===== src/rtl/ace_snoop_responder.sv =====
// ACE snoop endpoint: takes an AC snoop, looks up the line state, answers on CR,
// streams the line on CD when data must be supplied, then writes back the new state.
package ace_snoop_pkg;
  typedef struct packed {
    logic [63:0] addr;
    logic [3:0]  snoop;
    logic [2:0]  prot;
  } ac_chan_t;

  typedef struct packed {
    logic [63:0] data;
    logic        last;
  } cd_chan_t;

  typedef struct packed {
    logic     ac_valid;
    ac_chan_t ac;
    logic     cr_ready;
    logic     cd_ready;
  } snoop_req_t;

  // cr_resp bits: [0] DataTransfer, [1] Error, [2] PassDirty, [3] IsShared, [4] WasUnique
  typedef struct packed {
    logic       ac_ready;
    logic       cr_valid;
    logic [4:0] cr_resp;
    logic       cd_valid;
    cd_chan_t   cd;
  } snoop_resp_t;

  localparam logic [3:0] SNP_READ_ONCE     = 4'b0000;
  localparam logic [3:0] SNP_READ_SHARED   = 4'b0001;
  localparam logic [3:0] SNP_READ_CLEAN    = 4'b0010;
  localparam logic [3:0] SNP_READ_NSD      = 4'b0011;
  localparam logic [3:0] SNP_READ_UNIQUE   = 4'b0111;
  localparam logic [3:0] SNP_CLEAN_SHARED  = 4'b1000;
  localparam logic [3:0] SNP_CLEAN_INVALID = 4'b1001;
  localparam logic [3:0] SNP_MAKE_INVALID  = 4'b1101;
endpackage

module ace_snoop_responder
  import ace_snoop_pkg::*;
#(
  parameter int unsigned AddrWidth = 64,
  parameter int unsigned DataWidth = 64,
  parameter int unsigned CdBeats   = 4,
  parameter type snoop_req_t  = ace_snoop_pkg::snoop_req_t,
  parameter type snoop_resp_t = ace_snoop_pkg::snoop_resp_t,
  localparam int unsigned BeatW = $clog2(CdBeats)
) (
  input  logic                 clk_i,
  input  logic                 rst_ni,
  input  snoop_req_t           snoop_req_i,
  output snoop_resp_t          snoop_resp_o,
  output logic                 tag_req_o,
  output logic [AddrWidth-1:0] tag_addr_o,
  input  logic                 tag_gnt_i,
  input  logic                 tag_rvalid_i,
  input  logic [2:0]           tag_state_i,
  output logic                 data_req_o,
  output logic [BeatW-1:0]     data_beat_o,
  input  logic                 data_gnt_i,
  input  logic                 data_rvalid_i,
  input  logic [DataWidth-1:0] data_rdata_i,
  output logic                 upd_valid_o,
  output logic [2:0]           upd_state_o,
  input  logic                 upd_ready_i
);

  typedef enum logic [2:0] {
    S_IDLE, S_LOOKUP, S_TAG_WAIT, S_CR, S_RD_REQ, S_RD_WAIT, S_CD, S_UPDATE
  } state_e;

  typedef struct packed {
    logic [4:0] cr;
    logic [2:0] nst;
  } rule_t;

  state_e               state_q, state_d;
  logic                 ac_ready_q;
  logic [AddrWidth-1:0] addr_q;
  logic [3:0]           snoop_q;
  logic [4:0]           cr_q;
  logic [2:0]           nst_q;
  logic                 upd_need_q;
  logic [BeatW-1:0]     beat_q;
  logic [DataWidth-1:0] cd_data_q;
  logic                 last_beat;
  rule_t                rule;

  function automatic rule_t snoop_rule(input logic [3:0] snoop, input logic [2:0] st);
    rule_t r;
    logic  u, d;
    u = st[1];
    d = st[0];
    r.cr  = '0;
    r.nst = st;
    if (st[2]) begin
      unique case (snoop)
        SNP_READ_ONCE:                                 r.cr = {u, 1'b1, 1'b0, 1'b0, 1'b1};
        SNP_READ_SHARED, SNP_READ_CLEAN, SNP_READ_NSD: begin
          r.cr  = {u, 1'b1, d, 1'b0, 1'b1};
          r.nst = 3'b100;
        end
        SNP_READ_UNIQUE: begin
          r.cr  = {u, 1'b0, d, 1'b0, 1'b1};
          r.nst = 3'b000;
        end
        SNP_CLEAN_INVALID: begin
          r.cr  = {u, 1'b0, d, 1'b0, d};
          r.nst = 3'b000;
        end
        SNP_CLEAN_SHARED: begin
          r.cr  = {u, 1'b1, d, 1'b0, d};
          r.nst = {1'b1, u, 1'b0};
        end
        SNP_MAKE_INVALID: begin
          r.cr  = {u, 4'b0000};
          r.nst = 3'b000;
        end
        default: ;
      endcase
    end
    return r;
  endfunction

  assign rule      = snoop_rule(snoop_q, tag_state_i);
  assign last_beat = (beat_q == BeatW'(CdBeats - 1));

  always_ff @(posedge clk_i or negedge rst_ni) begin
    if (!rst_ni) begin
      state_q    <= S_IDLE;
      ac_ready_q <= 1'b0;
      addr_q     <= '0;
      snoop_q    <= '0;
      cr_q       <= '0;
      nst_q      <= '0;
      upd_need_q <= 1'b0;
      beat_q     <= '0;
      cd_data_q  <= '0;
    end else begin
      state_q    <= state_d;
      ac_ready_q <= (state_d == S_IDLE);
      if (state_q == S_IDLE && snoop_req_i.ac_valid && ac_ready_q) begin
        addr_q  <= snoop_req_i.ac.addr;
        snoop_q <= snoop_req_i.ac.snoop;
      end
      if (state_q == S_TAG_WAIT && tag_rvalid_i) begin
        cr_q       <= rule.cr;
        nst_q      <= rule.nst;
        upd_need_q <= (rule.nst != tag_state_i);
      end
      if (state_q == S_CR && snoop_req_i.cr_ready) beat_q <= '0;
      if (state_q == S_CD && snoop_req_i.cd_ready && !last_beat) beat_q <= beat_q + BeatW'(1);
      if (state_q == S_RD_WAIT && data_rvalid_i) cd_data_q <= data_rdata_i;
    end
  end

  // Every output is decoded from the state register or a held register
  always_comb begin
    state_d      = state_q;
    snoop_resp_o = '0;
    snoop_resp_o.ac_ready = ac_ready_q;
    snoop_resp_o.cr_resp  = cr_q;
    snoop_resp_o.cd.data  = cd_data_q;
    tag_req_o    = 1'b0;
    tag_addr_o   = addr_q;
    data_req_o   = 1'b0;
    data_beat_o  = beat_q;
    upd_valid_o  = 1'b0;
    upd_state_o  = nst_q;
    unique case (state_q)
      S_IDLE:     if (snoop_req_i.ac_valid && ac_ready_q) state_d = S_LOOKUP;
      S_LOOKUP: begin
        tag_req_o = 1'b1;
        if (tag_gnt_i) state_d = S_TAG_WAIT;
      end
      S_TAG_WAIT: if (tag_rvalid_i) state_d = S_CR;
      S_CR: begin
        snoop_resp_o.cr_valid = 1'b1;
        if (snoop_req_i.cr_ready) begin
          if (cr_q[0])         state_d = S_RD_REQ;
          else if (upd_need_q) state_d = S_UPDATE;
          else                 state_d = S_IDLE;
        end
      end
      S_RD_REQ: begin
        data_req_o = 1'b1;
        if (data_gnt_i) state_d = S_RD_WAIT;
      end
      S_RD_WAIT:  if (data_rvalid_i) state_d = S_CD;
      S_CD: begin
        snoop_resp_o.cd_valid = 1'b1;
        snoop_resp_o.cd.last  = last_beat;
        if (snoop_req_i.cd_ready) begin
          if (!last_beat)      state_d = S_RD_REQ;
          else if (upd_need_q) state_d = S_UPDATE;
          else                 state_d = S_IDLE;
        end
      end
      S_UPDATE: begin
        upd_valid_o = 1'b1;
        if (upd_ready_i) state_d = S_IDLE;
      end
      default: state_d = S_IDLE;
    endcase
  end

endmodule


===== config.mk =====
export PLATFORM = sky130hd
export DESIGN_NAME = ace_snoop_responder
export DESIGN_NICKNAME = d
export VERILOG_FILES = /design/src/rtl/ace_snoop_responder.sv
export SDC_FILE = /design/constraint.sdc
export NUM_CORES = 1
export LEC_CHECK = 0
export ABC_AREA = 1
export CORE_AREA = 2 2 120 122
export CTS_CLUSTER_DIAMETER = 50
export DETAILED_ROUTE_END_ITERATION = 8
export DIE_AREA = 0 0 122 124
export PLACE_DENSITY = 0.85
export SYNTH_ARGS = -nofsm -noshare
export SYNTH_HDL_FRONTEND = slang
export SYNTH_SLANG_ARGS = --single-unit

===== constraint.sdc =====
create_clock -name clk_i -period 3.2 [get_ports clk_i]
set_input_delay 0.32 -clock clk_i [delete_from_list [all_inputs] [get_ports clk_i]]
set_output_delay 0.32 -clock clk_i [all_outputs]
set_load 0.01 [all_outputs]

==> metrics.txt <==
WL per Instance ~18 microns; Synth Area in Compound Gates 1.25%; die width 122 microns; Distinct cells, synth 25; maximum fanout along the worst path 7; largest family of logic cells by synthesized area multiplexers; Worst R2R Start state_q[1]; post-synthesis average cell area 14.5 sq um; CTS root buffer clkbuf_16; Routed met3 length about 1500 microns; DR top layer met4; Final Max Slew Viols 0; FF-to-FF End cd_data_q[62]; Initial Util 43.8%; final hold violation count 0; class of the most critical hold timing path in2async; RSZ-0062 raised after global routing false; P_leak 4.37 nW; Site Rows 43; post-synth net total between 500 and 600; IO Port Bufs 288; mapped cell area 6010 sq um; Vias between 4000 and 5000; first-pass GRT wire length between 20000 and 25000 microns; sequential area share after synthesis 60.8%; post-synthesis mux area share between 20% and 30%; commonest cells after routing, fill and taps aside clkdlybuf4s50_1, dfrtp_1, mux2_2; crit end category primary output; max-cap viol count 0; shortest clock period the worst path allows after layout 2.31 ns; Die Height roughly 120 microns; Worst-path clk slew 0.06 ns; reg2reg path depth 4; register cell area after layout 3650 sq um; WS Path Type reg2out; Yosys Warn Count 0; GRT Overall Usage 21.4%; commonest non-fill, non-tap cell in the layout clkdlybuf4s50_1; Routed WL 16500 microns; final setup margin ~0.89 ns; max_slew headroom a little under two thirds; Core Region 13700 sq um; setup TNS 0 ns; DRT Pass-1 Iters 4; DRC 0; routed wl met2 8770 microns; die area 15100 sq um; Metal-1 WL just under 6000 microns; Worst EP required between 2 and 3 ns; share of post-route cells with drive strength above 1 22.5%; drt via density 4.89; pwr/cell area approximately 980 nW/um^2; fin nets 859; IO Pins 293; adder-cell share of the synthesized area 0.208%; period utilization 72.2%; Slew @ Worst Pin 0.548 ns; largest net degree at the start of global routing a little over 70; Area growth, synth to finish 60.6%; DP HPWL around 12000 microns; setup bufs post-CTS 0; antenna viol nets, final 0; global placement routability congestion 0.871; Setup WS pre-CTS slightly above 1 ns; Final Util 70.3%; clock skew about 0.0063 ns; number of buffers created by CTS 17; Post-Synth XOR/XNOR Area 0%; overflow left after global routing 0; number of synthesized register bits 146; H-tree levels 4; R2R Setup Slk 1.19 ns; n_diodes 0; vias in the first global route around 4600; Data arrival, critical path 1.99 ns; clock buffer depth 2; DRT iter0 DRCs 262; initial antenna violation count 0; startpoint types flop; Simple-Gate Fraction of Synth Area 6.56%; CTS tree done; Final Setup Violations 0; fmax 433 MHz; fillcell total 904; cells after synthesis 415; area of the multi-input gates 2130 sq um; status finished clean; worst ir drop on vdd 0.592 mV; Worst-Skew Late Latency 0.41 ns; clock sinks 146
-- logic make-up (layout without fill, tap and decap cells) --
| family | after synthesis | in the layout |
|---|---|---|
| AO/OA/AOI/OAI | 14 | 14 |
| buffers and inverters | 38 | 346 |
| other | 1 | 1 |
| flip-flops | 146 | 146 |
| AND/OR/NAND/NOR | 87 | 87 |
| multiplexers | 128 | 128 |
| adder cells (fa/ha/maj) | 1 | 1 |
-- area by class of cell --
cell class,instances,share of cell area (%)
Timing Repair Buffer,293,30.7
Clock buffer,20,4.63
Multi-Input combinational cell,231,22.0
Clock inverter,12,1.63
Tap cell,180,2.33
Inverter,21,0.817
Sequential cell,146,37.9
-- synth_stat cells, drive strengths merged --
cell    instances  share of area, %
dfrtp         146                61
mux2          128                27
nand2          33               2.1
nand3          24               2.0
nor2           22               1.5
inv            21               1.3
buf            16               2.7
a21oi           6              0.50
o21ai           6              0.50
nand4           3              0.56
nor3            3              0.25
a21boi          1              0.12
clkbuf          1             0.062
conb            1             0.062
ha              1              0.21
nand3b          1              0.12
o211ai          1              0.12
or2             1              0.10
-- power breakdown --
| part | leakage, nW | internal [W] | switching (W) |
|---|---|---|---|
| clock network | 0.275 | 0.00125 | 0.000758 |
| logic | 2.31 | 0.00262 | 0.00154 |
| registers | 1.78 | 0.00277 | 0.000552 |
-- per-layer routing --
layer | global-route usage [%] | vias to the layer above
met2 | 38.4 | 197
li1 | - | 2010
met5 | 0 | -
met1 | 23.0 | 2174
met3 | 7.78 | 32
met4 | 8.62 | 0
-- metrics by stage --
stage	total power [W]	area (sq um)	cells	hold slack [ns]
finish	0.00949	9650	903	0.420
global route	0.00998	9650	903	0.437
CTS	0.00958	9650	903	0.402
detailed placement	0.00750	9040	870	0.267
global placement	0.00733	9040	870	0.259
floorplan	0.00513	6010	415	0.0244
-- registers in the layout (all words and copies together) (netlist names) --
signal / flops
upd_need_q: 1
data_beat_o: 2
ac_ready_q: 1
state_q: 3
snoop_q: 4
tag_addr_o: 64
upd_state_o: 3
cr_q: 4
cd_data_q: 64
-- worst max-delay path by stage --
stage / from / end / slack [ns] / depth (start not counted)
6_report: state_q[1] / snoop_resp_o[71] / 0.89 / 3
5_1_grt: state_q[0] / tag_req_o / 0.75 / 3
4_1_cts: state_q[1] / snoop_resp_o[71] / 0.92 / 3
3_5_place_dp: snoop_req_i[73] / tag_addr_o[23] / 1.04 / 4
3_3_place_gp: snoop_req_i[73] / tag_addr_o[22] / 1.09 / 4
2_1_floorplan: state_q[2] / tag_addr_o[10] / 1.75 / 4
-- worst max-delay path, stage by stage, from the launching register on --
cell and delay, ns:
dfrtp_1 0.46, inv_1 0.13, nor3_1 0.35, clkdlybuf4s50_1 0.64
-- repair_timing --
| action | in CTS | in global routing |
|---|---|---|
| hold buffers | 1 | 0 |
| endpoints found under the hold margin | 42 | 0 |
| gates resized for setup | 0 | 0 |
| setup endpoints to repair | 0 | 0 |
Power figures use the tool's default switching activity.
==> patch 1, RTL diff (config.mk and constraints unchanged) <==
Re-encode `state_e` (8 states) as one-hot, 8 bits wide.
--- a/src/rtl/ace_snoop_responder.sv
+++ b/src/rtl/ace_snoop_responder.sv
@@ -67,8 +67,8 @@
   input  logic                 upd_ready_i
 );
 
-  typedef enum logic [2:0] {
-    S_IDLE, S_LOOKUP, S_TAG_WAIT, S_CR, S_RD_REQ, S_RD_WAIT, S_CD, S_UPDATE
+  typedef enum logic [7:0] {
+    S_IDLE = 8'b00000001, S_LOOKUP = 8'b00000010, S_TAG_WAIT = 8'b00000100, S_CR = 8'b00001000, S_RD_REQ = 8'b00010000, S_RD_WAIT = 8'b00100000, S_CD = 8'b01000000, S_UPDATE = 8'b10000000
   } state_e;
 
   typedef struct packed {
Formal check against the unedited RTL: no difference found for any inputs over 4 cycles, from zero or initial values and one cycle with rst_ni low; so few cycles prove little.
==> patch 1 against the unedited design <==
  * Register-to-register slack lost 60 ps
  * Sequential cell count is 5 higher
  * Worst hold slack improved by 18 ps
  * Power fell by 28%
  * Cell area rose by 3.8%
  * Synthesized area up 7.1%
  * Routed wire length grew 7.4%
  * Critical path depth rose by 3
  * Final cell count rose by 35%
  * Sequential power is 20% lower
  * Worst setup slack got worse by 200 ps
  * Clock power decreased by 2%
  * Critical path type unchanged
  * Largest power group is now registers
  * Highest routed layer is now met5
==> patch 1: results (changes against the unedited design) <==
| Metric | Value |
|---|---|
| Status | finished, final reports clean |
| Fin cells | 1216 (+35%) |
| Worst Max-Slew Pin Slew | 741 ps (+193 ps) |
| Main area contributors after synthesis | dfrtp_1, nand2_1, nand3_1 |
| GRT Util Overall | 23.8% (+2.4 points) |
| Ys async rst share | 100% (unchanged) |
| Hold depth | 3 |
| GPL Wtd Cong | 0.866 (-0.59%) |
| H-tree Lvls | 4 (unchanged) |
| Vias in the first global route | 5664 (+22%) |
| Adder-Cell Fraction of Synth Area | 0.389% (+0.18 points) |
| Post-CTS Setup Bufs | 0 (unchanged) |
| Mux contribution to synthesized area | 0% (-27 points) |
| Leakage | 0.00496 uW (+14%) |
| Post-cts resize count | 0 (unchanged) |
| Min-Delay Path Class | in -> reg |
| Dpl cell area | 9420 sq um (+4.2%) |
| Reg2Reg Depth | 6 (+2) |
| Clock root buffer | clkbuf_16 |
| CP Data Arrival Time | 2190 ps (+200 ps) |
| Max FO, Critical Path | 8 (+1) |
| Hold Path End | tag_addr_o[59] |
| Critical-path top delay cell | clkdlybuf4s50_1 |
| Clock Skew | 8.52 ps (+2.17 ps) |
| Routed wire length per instance | 14.5 um (-20%) |
| Worst path top cell family by delay | simple AND/OR/NAND/NOR gates |
| Reg-to-Reg End | tag_addr_o[31] |
| Share of cells above drive strength 1 | 6.18% (-16 points) |
| HP Start | snoop_req_i[68] |
| Max clock buf depth | 2 (unchanged) |
| Xor-xnor portion of the synthesized cell area | 0% (unchanged) |
| R2r startpoint | state_q[2] |
| Register area share after synthesis | 58.7% (-2.1 points) |
| I/O Buffers | 288 (unchanged) |
| Synth unique cells | 30 (+20%) |
| First-pass GRT wire length | 27900 um (+13%) |
| Vias | 5864 (+33%) |
| Largest net degree at the start of global routing | 83 (+17%) |
| Layout fillers | 944 (+4.4%) |
| Most frequent cells after synthesis | nand2_1, dfrtp_1, inv_1, nand3_1, o21ai_0 |
| Ys Warns | 0 (unchanged) |
| CP peak stage delay | 540 ps (-100 ps) |
| Num CTS Buffers | 17 (unchanged) |
| Syn Area/Cell | 8.63 sq um (-40%) |
| Diode count | 0 (unchanged) |
| Worst VDD drop | 0.498 mV (-16%) |
| HPWL after DPL | 12600 um (+3.9%) |
| Initial antenna violation count | 1 (+1) |
| Synth Area in Compound Gates | 7.39% (+6.1 points) |
| Syn nets | 896 (+59%) |
| DRT Pass-1 Iters | 4 (unchanged) |
| Clk slew on worst S/H paths | 60 ps (about the same) |
| Clock Latency Late Sink | 420 ps |
| DP Worst Slack | 1140 ps (+105 ps) |
| Initial DRC Count | 492 (+88%) |
## patch 1: cell types whose count changed after synthesis, sizes merged, moves of 2 or more
cell    delta
o21ai     +69
mux2     -128
nand2    +213
nor2      +22
o31ai      +2
nand3     +58
inv       +69
nor3       -2
clkbuf    +15
buf        +6
dfrtp      +4
## patch 1: cells by family (layout without fill, tap and decap cells)
logic type,after synthesis,count (layout)
adders and majority gates,2,2
DFF,151,151
buffers and inverters,129,419
AOI/OAI and AO/OA,86,86
and+or+nand+nor,377,377
other,1,1
## patch 1: final cells by class
class                      count  area, sq um  share of cell area [%]
clock buffer                  20          467                    4.66
multi-input combinational    466         2100                    21.0
timing repair buffer         296         2980                    29.7
tap                          180          225                    2.25
sequential                   151         3780                    37.7
clock inverter                12          126                    1.26
inverter                      91          343                    3.42
## patch 1: worst max-delay path by stage
stage                          start  slack [ps]              end
after detailed placement  state_q[2]        1140  snoop_resp_o[0]
final                     state_q[2]         690  snoop_resp_o[0]
after floorplan           state_q[2]        1710  snoop_resp_o[0]
after global placement    state_q[2]        1180  snoop_resp_o[0]
after global routing      state_q[2]         550  snoop_resp_o[0]
after CTS                 state_q[2]         670  snoop_resp_o[0]
## patch 1: routing by layer
metal,GRT usage [%],up-vias,routed length [um],part of all wire [%]
li1,-,2881,-,-
met1,27.2,2713,6770,38
met2,40.7,228,8870,50
met3,8.24,40,1490,8.5
met4,10.3,2,534,3.0
met5,0,-,16,0.091
## patch 1: stage by stage
stage / power [uW] / hold slack, ps / utilization (%)
CTS: 6910 / 426 / 73.0
floorplan: 3670 / 24.4 / -
detailed placement: 4890 / 409 / 68.6
global route: 7280 / 432 / 73.0
finish: 6840 / 439 / 73.0
global placement: 4840 / 416 / 68.6
## patch 1: what timing repair did
item,CTS,global route
setup endpoints to repair,0,0
endpoints found under the hold margin,80,0
hold buffers,1,0
## patch 1: report_power, final
group / internal [uW] / switching, uW / total, uW
Sequential: 2370 / 272 / 2640
Clock: 1200 / 770 / 1970
Combinational: 1160 / 1070 / 2230
Total: 4730 / 2110 / 6840
## patch 1: worst reg2reg max path, delay by kind of cell, from the launching register on
| kind | cells | cell delay, ps |
|---|---|---|
| flops | 1 | 420 |
| buf+inv | 1 | 400 |
| simple gates | 4 | 930 |
| compound gates | 1 | 230 |
==> patch 2, RTL diff (config.mk and constraints unchanged) <==
Made on the original files. Reset style: synchronous (`rst_ni`), changed in one clocked block.
--- a/src/rtl/ace_snoop_responder.sv
+++ b/src/rtl/ace_snoop_responder.sv
@@ -127,7 +127,7 @@
   assign rule      = snoop_rule(snoop_q, tag_state_i);
   assign last_beat = (beat_q == BeatW'(CdBeats - 1));
 
-  always_ff @(posedge clk_i or negedge rst_ni) begin
+  always_ff @(posedge clk_i) begin
     if (!rst_ni) begin
       state_q    <= S_IDLE;
       ac_ready_q <= 1'b0;
Formal check against the unedited RTL: differs if rst_ni is asserted again (counterexample within 4 cycles, from zero or initial values and one cycle with rst_ni low); with rst_ni held inactive, the same outputs for 4 cycles.
==> patch 2 against the unedited design <==
  * Sequential share of layout area is 5.7 points lower
  * Cell area is 5.9% lower
  * Sequential cell count stayed put
  * Via count is 23% higher
  * Core utilization is 4.1 points lower
  * Synthesized area is 8.3% lower
  * Final cell count is 29% higher
  * Clock skew hardly changed
  * Register-to-register slack better by 220 ps
  * Routed wire length is 4.2% lower
  * Worst setup slack better by 110 ps
  * Highest routed layer unchanged
Power is not compared: it rests on default switching activity, and its combinational part moved more than twofold at a synthesized area within 25%.
==> patch 2: results (changes against the unedited design) <==
| Metric | Value |
|---|---|
| Setup crit start | state_q[0] |
| Share of cells above drive strength 1 | 4.56% (-18 points) |
| Max FO, Critical Path | 5 (-2) |
| Ys Warns | 0 (unchanged) |
| Largest net degree at the start of global routing | 112 (+58%) |
| Reg2reg setup slack | 1410 ps (+220 ps) |
| WL final | 15800 um (-4.2%) |
| Num CTS Buffers | 17 (unchanged) |
| Max clock buf depth | 2 (unchanged) |
| I/O Buffers | 288 (unchanged) |
| Clock Latency Late Sink | 410 ps (about the same) |
| Register area share after synthesis | 53.1% (-7.7 points) |
| H-tree Lvls | 4 (unchanged) |
| Synth unique cells | 21 (-16%) |
| Reg2Reg Depth | 6 (+2) |
| Synth area leader | dfxtp_1 |
| Clock root buffer | clkbuf_16 |
| Main area contributors after synthesis | dfxtp_1, a21oi_1, o21ai_0 |
| GPL Wtd Cong | 0.835 (-4.1%) |
| HPWL after DPL | 11600 um (-4.3%) |
| Ys async rst share | 0% (-100 points) |
| R2r startpoint | state_q[2] |
| Final-stage net count | 1123 (+31%) |
| Reg-to-Reg End | cd_data_q[22] |
| Most frequent cells after synthesis | dfxtp_1, inv_1, a21oi_1, o21ai_0, nand2_1 |
| Initial DRC Count | 237 (-9.5%) |
| Int Power | 3660 uW |
| DRT Pass-1 Iters | 4 (unchanged) |
| Min-Delay Path Class | in -> reg |
| Vias | 5444 (+23%) |
| Clock Skew | 6.19 ps (-0.156 ps) |
| Clk slew on worst S/H paths | 60 ps (about the same) |
| Syn nets | 857 (+52%) |
| First-pass GRT wire length | 24300 um (-1.4%) |
| CP Data Arrival Time | 1880 ps (-110 ps) |
| Status | finished, final reports clean |
| Hold Path End | tag_addr_o[5] |
| Max-cap violation count | 0 (unchanged) |
| Vias in the first global route | 5087 (+9.8%) |
| GRT Util Overall | 20.5% (-0.87 points) |
| Fin Hold WS | 357 ps (-63.6 ps) |
| Leakage | 0.00333 uW |
-- patch 2: cell types whose count changed in the layout (fill, tap and decap cells not counted), moves of 4 or more --
cell | unedited run | this run
dfxtp_1 | 0 | 146
o21ai_1 | 0 | 15
a21oi_1 | 6 | 145
mux2_2 | 72 | 0
mux2_1 | 6 | 0
buf_4 | 1 | 5
mux2_4 | 50 | 0
dfrtp_1 | 146 | 0
nand3_1 | 23 | 16
nand2_1 | 33 | 29
inv_1 | 20 | 146
o21ai_0 | 6 | 123
-- patch 2: how the worst max path moves through the flow --
stage          depth (start not counted)  slack, ps            end
6_report                               3       1000      tag_req_o
5_1_grt                                3        860      tag_req_o
4_1_cts                                3        980      tag_req_o
3_5_place_dp                           5       1180  cd_data_q[52]
3_3_place_gp                           5       1190  cd_data_q[55]
2_1_floorplan                          7       1940     ac_ready_q
-- patch 2: cells by family after synthesis --
logic type,after synthesis,share of synthesized area [%]
other,1,0.0681
adders and majority gates,1,0.227
and+or+nand+nor,80,6.47
buffers and inverters,197,14.5
AOI/OAI and AO/OA,283,25.7
DFF,146,53.1
-- patch 2: final cells by class --
type / count / area (sq um)
clock inverters: 13 / 174
clock buffers: 19 / 453
inverters: 150 / 563
well taps: 180 / 225
fillers: 1106 / 4630
flip-flops and latches: 146 / 2920
repair buffers: 294 / 2950
multi-input cells: 365 / 1800
-- patch 2: through the flow --
step / instance area, sq um / setup slack (ps) / instances
floorplan: 5510 / 1940 / 708
detailed placement: 8460 / 1180 / 1135
finish: 9080 / 1000 / 1167
global route: 9080 / 865 / 1167
global placement: 8460 / 1190 / 1135
CTS: 9080 / 983 / 1167
-- patch 2: layer usage --
metal	vias up	wire, um	track usage, %
met5	-	0	0
met3	30	1680	8.75
met1	2384	5810	21.5
li1	2803	-	-
met2	227	7900	36.0
met4	0	376	9.12
-- patch 2: critical path, cell delays in order, from the launching register on --
cell and delay (ps):
dfxtp_1 430, inv_1 130, nor3_1 290, clkdlybuf4s50_1 620
-- patch 2: power by group through the flow --
stage / combinational (uW) / sequential (uW) / clock, uW
global route: 853 / 2020 / 2210
CTS: 780 / 2010 / 2120
floorplan: 269 / 2090 / 0
global placement: 759 / 2040 / 0
detailed placement: 773 / 2050 / 0
finish: 775 / 2010 / 2070
